[config.mk]
export PLATFORM = sky130hd
export DESIGN_NAME = gpio_apb_irq_flat
export DESIGN_NICKNAME = d
export VERILOG_FILES = /design/src/rtl/gpio_apb_irq_if.sv /design/src/rtl/gpio_apb_irq.sv /design/src/flat_wrapper.sv
export SDC_FILE = /design/constraint.sdc
export NUM_CORES = 1
export LEC_CHECK = 0
export BUFFER_PORTS_ARGS = -buffer_cell sky130_fd_sc_hd__buf_2
export CORE_MARGIN = 1.5
export CORE_UTILIZATION = 30
export DETAILED_ROUTE_END_ITERATION = 6
export HOLD_SLACK_MARGIN = 0.03
export SYNTH_ARGS = -nofsm -noshare
export SYNTH_HDL_FRONTEND = slang
export SYNTH_SLANG_ARGS = --single-unit
[constraint.sdc]
create_clock -name clk -period 5.6 [get_ports clk]
set_input_delay 0.84 -clock clk [delete_from_list [all_inputs] [get_ports clk]]
set_output_delay 0.84 -clock clk [all_outputs]
set_load 0.02 [all_outputs]
[src/rtl/gpio_apb_irq_if.sv]
// rtl/gpio_apb_irq_if.sv - APB slave bus bundle for the GPIO block
interface gpio_apb_irq_if #(
    parameter int AW = 12
);
    logic [AW-1:0] PADDR;
    logic          PSEL;
    logic          PENABLE;
    logic          PWRITE;
    logic [3:0]    PSTRB;
    logic [31:0]   PWDATA;
    logic [31:0]   PRDATA;
    logic          PREADY;
    logic          PSLVERR;

    modport master (
        output PADDR, PSEL, PENABLE, PWRITE, PSTRB, PWDATA,
        input  PRDATA, PREADY, PSLVERR
    );

    modport slave (
        input  PADDR, PSEL, PENABLE, PWRITE, PSTRB, PWDATA,
        output PRDATA, PREADY, PSLVERR
    );
endinterface

[src/rtl/gpio_apb_irq.sv]
// rtl/gpio_apb_irq.sv - APB GPIO with set/clear aliases, input sync and edge interrupts
module gpio_apb_irq #(
    parameter int AW          = 12,
    parameter int NPIN        = 32,
    parameter int SYNC_STAGES = 2
) (
    input  logic             clk,
    input  logic             resetn,
    input  logic [NPIN-1:0]  gpio_in,
    output logic [NPIN-1:0]  gpio_out,
    output logic [NPIN-1:0]  gpio_dir,
    output logic             irq0,
    output logic             irq1,
    gpio_apb_irq_if.slave    bus
);
    localparam logic [31:0] ID_VALUE   = {16'h6770, 8'(NPIN), 8'(SYNC_STAGES)};
    localparam logic [3:0]  OFS_OUT    = 4'd0;
    localparam logic [3:0]  OFS_OE     = 4'd1;
    localparam logic [3:0]  OFS_IN     = 4'd2;
    localparam logic [3:0]  OFS_SET    = 4'd3;
    localparam logic [3:0]  OFS_CLR    = 4'd4;
    localparam logic [3:0]  OFS_RISE   = 4'd5;
    localparam logic [3:0]  OFS_FALL   = 4'd6;
    localparam logic [3:0]  OFS_STATUS = 4'd7;
    localparam logic [3:0]  OFS_SEL    = 4'd8;
    localparam logic [3:0]  OFS_ID     = 4'd9;

    logic [NPIN-1:0] out_q, oe_q, rise_en_q, fall_en_q, status_q, sel_q, prev_q;
    logic [NPIN-1:0] sync_q [SYNC_STAGES];
    logic [NPIN-1:0] sync_v, rise_v, fall_v, bmask_v, wdata_v, w1c_v;
    logic            access, hit, mapped, err, wr;
    logic [3:0]      idx;
    logic [31:0]     bmask, wmasked, rdata;
    logic            unused;

    assign access  = bus.PSEL & bus.PENABLE;
    assign idx     = bus.PADDR[5:2];
    assign hit     = (bus.PADDR[AW-1:6] == '0);
    assign mapped  = hit && (idx <= OFS_ID);
    assign err     = access && (!mapped || (bus.PWRITE && (idx == OFS_IN || idx == OFS_ID)));
    assign wr      = access && bus.PWRITE && !err;
    assign bmask   = {{8{bus.PSTRB[3]}}, {8{bus.PSTRB[2]}}, {8{bus.PSTRB[1]}}, {8{bus.PSTRB[0]}}};
    assign wmasked = bus.PWDATA & bmask;
    assign bmask_v = bmask[NPIN-1:0];
    assign wdata_v = wmasked[NPIN-1:0];
    assign unused  = ^{bus.PADDR[1:0], bus.PWDATA, bmask};

    assign sync_v = sync_q[SYNC_STAGES-1];
    assign rise_v = sync_v & ~prev_q;
    assign fall_v = ~sync_v & prev_q;
    assign w1c_v  = (wr && idx == OFS_STATUS) ? wdata_v : '0;

    always_ff @(posedge clk) begin
        if (!resetn) begin
            for (int i = 0; i < SYNC_STAGES; i++) sync_q[i] <= '0;
        end else begin
            sync_q[0] <= gpio_in;
            for (int i = 1; i < SYNC_STAGES; i++) sync_q[i] <= sync_q[i-1];
        end
    end

    // A fresh edge is OR-ed in after the W1C mask, so it wins over a same-cycle clear.
    always_ff @(posedge clk) begin
        if (!resetn) begin
            out_q     <= '0;
            oe_q      <= '0;
            rise_en_q <= '0;
            fall_en_q <= '0;
            status_q  <= '0;
            sel_q     <= '0;
            prev_q    <= '0;
            irq0      <= 1'b0;
            irq1      <= 1'b0;
        end else begin
            prev_q   <= sync_v;
            status_q <= (status_q & ~w1c_v) | (rise_v & rise_en_q) | (fall_v & fall_en_q);
            irq0     <= |(status_q & ~sel_q);
            irq1     <= |(status_q & sel_q);
            if (wr) begin
                case (idx)
                    OFS_OUT:  out_q     <= (out_q & ~bmask_v) | wdata_v;
                    OFS_OE:   oe_q      <= (oe_q & ~bmask_v) | wdata_v;
                    OFS_SET:  out_q     <= out_q | wdata_v;
                    OFS_CLR:  out_q     <= out_q & ~wdata_v;
                    OFS_RISE: rise_en_q <= (rise_en_q & ~bmask_v) | wdata_v;
                    OFS_FALL: fall_en_q <= (fall_en_q & ~bmask_v) | wdata_v;
                    OFS_SEL:  sel_q     <= (sel_q & ~bmask_v) | wdata_v;
                    default: ;
                endcase
            end
        end
    end

    always_comb begin
        rdata = '0;
        case (idx)
            OFS_OUT:    rdata = 32'(out_q);
            OFS_OE:     rdata = 32'(oe_q);
            OFS_IN:     rdata = 32'(sync_v);
            OFS_RISE:   rdata = 32'(rise_en_q);
            OFS_FALL:   rdata = 32'(fall_en_q);
            OFS_STATUS: rdata = 32'(status_q);
            OFS_SEL:    rdata = 32'(sel_q);
            OFS_ID:     rdata = ID_VALUE;
            default:    rdata = '0;
        endcase
    end

    assign bus.PRDATA  = (access && !bus.PWRITE && !err) ? rdata : '0;
    assign bus.PREADY  = 1'b1;
    assign bus.PSLVERR = err;
    assign gpio_out    = out_q;
    assign gpio_dir    = oe_q;
endmodule

[src/flat_wrapper.sv]
// flat-port wrapper written by rule: the top's interface ports become plain ports
module gpio_apb_irq_flat 
#(
    parameter int AW          = 12,
    parameter int NPIN        = 32,
    parameter int SYNC_STAGES = 2
)
  (clk, resetn, gpio_in, gpio_out, gpio_dir, irq0, irq1, bus_PADDR, bus_PSEL, bus_PENABLE, bus_PWRITE, bus_PSTRB, bus_PWDATA, bus_PRDATA, bus_PREADY, bus_PSLVERR);
  gpio_apb_irq_if #(.AW(AW)) bus_i ();
  input  logic clk;
  input  logic resetn;
  input  logic [NPIN-1:0] gpio_in;
  output logic [NPIN-1:0] gpio_out;
  output logic [NPIN-1:0] gpio_dir;
  output logic irq0;
  output logic irq1;
  input wire logic [$bits(bus_i.PADDR)-1:0] bus_PADDR;
  input wire logic [$bits(bus_i.PSEL)-1:0] bus_PSEL;
  input wire logic [$bits(bus_i.PENABLE)-1:0] bus_PENABLE;
  input wire logic [$bits(bus_i.PWRITE)-1:0] bus_PWRITE;
  input wire logic [$bits(bus_i.PSTRB)-1:0] bus_PSTRB;
  input wire logic [$bits(bus_i.PWDATA)-1:0] bus_PWDATA;
  output wire logic [$bits(bus_i.PRDATA)-1:0] bus_PRDATA;
  output wire logic [$bits(bus_i.PREADY)-1:0] bus_PREADY;
  output wire logic [$bits(bus_i.PSLVERR)-1:0] bus_PSLVERR;
  assign bus_i.PADDR = bus_PADDR;
  assign bus_i.PSEL = bus_PSEL;
  assign bus_i.PENABLE = bus_PENABLE;
  assign bus_i.PWRITE = bus_PWRITE;
  assign bus_i.PSTRB = bus_PSTRB;
  assign bus_i.PWDATA = bus_PWDATA;
  assign bus_PRDATA = bus_i.PRDATA;
  assign bus_PREADY = bus_i.PREADY;
  assign bus_PSLVERR = bus_i.PSLVERR;
  gpio_apb_irq #(.AW(AW), .NPIN(NPIN), .SYNC_STAGES(SYNC_STAGES)) u_core (.clk(clk), .resetn(resetn), .gpio_in(gpio_in), .gpio_out(gpio_out), .gpio_dir(gpio_dir), .irq0(irq0), .irq1(irq1), .bus(bus_i));
endmodule
# [After elaboration in Yosys (flattened, before gate mapping)]
# Memories as Yosys holds them, arrays and structs flattened.
# Cells that the tools add are included.
[op_classes] order_cmp=1 eq_ne=9 muxes=8 n_bitwise=31 reduce_logical=23
[op_table] operator="$and 32x32->32" count=14
[op_table] operator="$or 32x32->32" count=8
[op_table] operator="$pmux 32 s8" count=1
[op_table] operator="$not 32->32" count=6
[op_table] operator="$mux 32" count=4
[op_table] operator="$pmux 32 s3" count=1
[op_table] operator="$reduce_or 32->1" count=2
[op_table] operator="$eq 4x3->1 const B" count=4
[op_table] operator="$reduce_and 2->1" count=5
[op_table] operator="$eq 4x2->1 const B" count=2
[op_table] operator="$eq 4x4->1 const B" count=2
[op_table] operator="$logic_and 1x1->1" count=8
[op_table] operator="$logic_not 6->1" count=1
[op_table] operator="$eq 4x1->1 const B" count=1
[op_table] operator="$le 4x4->1 const B" count=1
[op_table] operator="$logic_not 4->1" count=1
[op_table] operator="$logic_not 1->1" count=3
[op_table] operator="$reduce_bool 3->1" count=1
[op_table] operator="$logic_or 1x1->1" count=2
[op_table] operator="$mux 1" count=2
[op_table] operator="$or 1x1->1" count=2
[op_table] operator="$and 1x1->1" count=1
[word_totals] regBits=226 ramBits=64 in_bits=85 out_inout_bits=100 elab_cells=82 memories=1
[mem_list] memory="u_core.sync_q" words=2 width=32 read_ports=2 rd_clocked_by_memory_dff=0 write_ports=2 line="gpio_apb_irq.sv:29" text="logic [NPIN-1:0] sync_q [SYNC_STAGES];"

# [Depth between registers and ports, before layout]
[logic_depth] word_depth=13 depth_mapped=7 mapped_depth_nobuf=4

# [Worst setup path after synthesis]
# No wires, ideal clock.
[synth_path] path_kind="input to output" startpoint="in bus_PADDR[5]" endpoint="out bus_PRDATA[12]" t_arrival_ns=2.533 required_time_ns=4.760 path_slack_ns=2.227 path_stages=6 path_buffers=3 path_cell_list="clkbuf_1 clkbuf_1 nor4_1 clkbuf_1 a222oi_1 a31oi_1"
[synth_between] elab_chain_len=8 word_cells_on_any_way=19 cone_classes="order compare (1); eq/ne (7); mux (2); reduce/logical (9)"
[synth_lines] item="start, declared" line="flat_wrapper.sv:17" text="input wire logic [$bits(bus_i.PADDR)-1:0] bus_PADDR;"
[synth_lines] item="$le 4x4->1, or another cell as far along" line="gpio_apb_irq.sv:39" text="assign mapped = hit && (idx <= OFS_ID);"
[synth_lines] item="$logic_and 1x1->1 or $logic_or 1x1->1 (tied branches)" line="gpio_apb_irq.sv:39, gpio_apb_irq.sv:40"
[synth_lines] item="$logic_not 1->1 or $logic_and 1x1->1 (tied branches)" line="gpio_apb_irq.sv:40" text="assign err = access && (!mapped || (bus.PWRITE && (idx == OFS_IN || idx == OFS_ID)));"
[synth_lines] item="$logic_or 1x1->1" line="gpio_apb_irq.sv:40"
[synth_lines] item="$logic_and 1x1->1" line="gpio_apb_irq.sv:40"
[synth_lines] item="$logic_not 1->1" line="gpio_apb_irq.sv:109" text="assign bus.PRDATA = (access && !bus.PWRITE && !err) ? rdata : '0;"
[synth_lines] item="$logic_and 1x1->1" line="gpio_apb_irq.sv:109"
[synth_lines] item="$mux 32 *" line="gpio_apb_irq.sv:109"
[synth_lines] item="end, declared" line="flat_wrapper.sv:23" text="output wire logic [$bits(bus_i.PRDATA)-1:0] bus_PRDATA;"
# Mark *: on every way between the ends. The rest lies on a longest branch, timed or not.

# [Worst setup path in the final report]
[layout_path] startpoint="in bus_PADDR[3]" endpoint="out bus_PRDATA[29]"
# The elaborated chain is that of the path after synthesis.

==> metrics.txt <==
status=completed; Clock Sinks=290; grt ovf=0; syn_area_per_cell=about 9.3 µm²; crit end category=primary output; clock tree from TritonCTS=built; Syn Nets=~1500; Port-buffer cells=approximately 180; Hold WS=~430 ps; routability cong.=~0.88; final worst path period need=4190 ps; slew margin rel.=25.0%; Mapped Area=around 0.013 mm²; Post-CTS Resized=0; Site Rows=75; met3 WL=around 3800 µm; Ports=185; Max VDD drop=156 µV; Final HPWL DP=31500 µm; Pwr Density=roughly 310 mW/mm²; Core Region=about 0.042 mm²; Area contributors post-synth=dfxtp_1 (45%), mux2i_1 (10%), nand2_1 (6.3%); Layout area overhead=21.2%; Die H=209 µm; RSZ-0062 raised after global routing=false; Worst Tran Pin Value=between 1000 and 1500 ps; Vias=roughly 11000; Top FF cell, synth=dfxtp_1; vias per inst=about 5.4; endpoints failing setup=0; Antenna Violating Nets Remaining=0; total die area=0.0439 mm²; fraction of layout instances using a drive strength above 1=19.6%; synthesized flop and latch total=between 200 and 300; metal2 WL=around 20000 µm; First-pass DRT Iterations=6; total CTS buffers=34; Total Wirelength=approximately 46000 µm; Cell variety after synth=between 50 and 60; top cell type's share of synthesized area=around 45%; Max Cap Violations=0; Yosys top cell by area=dfxtp_1; max layer used=met5; initial antenna violation count=7; EDFF count, synth=0; starting density of the core=30.4%; clk slew on worst S/H paths=around 60 ps; H-tree lvl count=2; largest net degree at the start of global routing=160; Worst Setup Path Type=in -> out; worst setup margin=1410 ps; post-synthesis sequential area ratio=a little under half; maximum clock path buffer count=3; hold buffer count at cts=0; gr usage total=20.3%; first-pass GRT wire length=between 60000 and 70000 µm; Setup Skew=between 9 and 10 ps; Fin. Hold Viols=0; worst min path class=reg -> reg; detailed-route wire length per cell=21.9 µm; Skew-Pair Late Insertion Delay=roughly 520 ps; Async SR Flop Fraction=0%; final net count=approximately 1600; vias in the first global route=approximately 11000; WP data arrival=about 3400 ps; Slew Limit Fails=0; Final Cycle Share=approximately 75%; fmax=about 240 MHz; setup_tns=0 ps; Startpoint Class=input pin; Tot Pwr=4.73 mW; worst path required time=4760 ps; Post CTS Setup Buffer Count=0; crit-path max FO=29; Setup WS pre-CTS=~1500 ps; Initial DRC Count=between 1000 and 1500; CTS root buffer=clkbuf_16; Mapped Cells=about 1400; Die X=between 200 and 250 µm; number of remaining DRC errors=0; leakage=around 5.6 nW; Synth Warn #=0; M1 WL=between 20000 and 25000 µm
==> routing by layer <==
layer	vias to the layer above	GRT usage (%)
met5	-	0
met4	6	7.60
met3	104	5.12
met2	475	31.9
met1	5532	26.7
li1	5283	-
==> placed cells by master (no fill, tap or decap), types with 17 or more instances in the layout <==
cell / netlist / routed
a21oi_1: 20 / 20
a22oi_1: 87 / 87
a31oi_1: 33 / 33
and2_1: 102 / 102
buf_2: 8 / 180
clkbuf_16: 0 / 37
dfxtp_1: 290 / 290
inv_1: 75 / 75
mux2i_1: 128 / 128
nand2_1: 214 / 214
nand3_1: 25 / 25
nand3b_1: 36 / 36
o211ai_1: 21 / 21
o21a_1: 23 / 23
o21ai_0: 40 / 40
o221ai_1: 17 / 17
o22ai_1: 17 / 17
o31a_1: 23 / 23
==> final timing paths <==
kind	start	end	slack, ps	cells past startpoint
min	u_core.sync_q[0][5]$_SDFF_PN0_	u_core.sync_q[0][37]$_SDFF_PN0_	430	1
max	bus_PADDR[3]	bus_PRDATA[29]	1410	6
min reg2reg	u_core.sync_q[0][5]$_SDFF_PN0_	u_core.sync_q[0][37]$_SDFF_PN0_	430	1
max reg2reg	flop	u_core.irq1$_SDFF_PN0_	4120	4
==> critical path, cell delays in order <==
cell and delay [ps]:
buf_2 580, nor2b_1 960, a22oi_1 220, o22a_1 240, a31oi_1 270, buf_2 230
==> stage by stage <==
step                cell area [µm²]  utilization [%]  std cells
finish                        15500             36.9       2096
global route                  15500             36.9       2094
CTS                           15500             36.8       2092
detailed placement            14300             33.9       2031
global placement              14300             33.9       2031
floorplan                     12800                -       1372
==> logic make-up after synthesis <==
| family | after synthesis | share of synthesized area, % |
|---|---|---|
| simple gates | 453 | 19.7 |
| compound gates | 339 | 19.5 |
| flops | 290 | 45.4 |
| buf+inv | 153 | 4.63 |
| mux | 135 | 10.6 |
| xor+xnor | 1 | 0.0685 |
| other cells | 1 | 0.0293 |
==> Yosys cell counts (2+ instances only) <==
cell type and number:
nand2_1 214, o21a_1 23, o21ai_0 40, nor4bb_1 2
mux2_2 7, and3_1 4, o221ai_1 17, buf_4 2
nor2_4 16, and2_1 102, o221a_2 9, a21oi_1 20
nor3b_1 3, a222oi_1 16, mux2i_1 128, a22o_1 7
inv_1 75, nand4_2 6, nor4b_2 3, buf_1 5
nand4_1 11, clkbuf_1 63, o22ai_1 17, o22a_1 9
o211ai_1 21, and3b_1 2, nand4_4 2, a22oi_1 87
dfxtp_1 290, buf_2 8, a221o_1 8, nor2_1 4
nand3b_1 36, o21ai_1 3, and4_1 2, nor4_1 6
nor2b_1 9, a31oi_1 33, nand3_1 25, o31a_1 23
==> final cells by class <==
class | count | area, µm²
repair buffers | 198 | 1050
diodes | 4 | 10.0
clock inverters | 10 | 179
multi-input cells | 929 | 6450
inverters | 75 | 282
fillers | 4193 | 26500
well taps | 539 | 674
clock buffers | 51 | 1040
flip-flops and latches | 290 | 5810
==> report_power, final <==
group	total, mW	switching, mW	internal [mW]
logic	0.225	0.160	0.0655
registers	2.11	0.0165	2.09
clock network	2.40	0.886	1.51
total	4.73	1.06	3.67
Note: power is estimated with default switching activity, not from simulation.
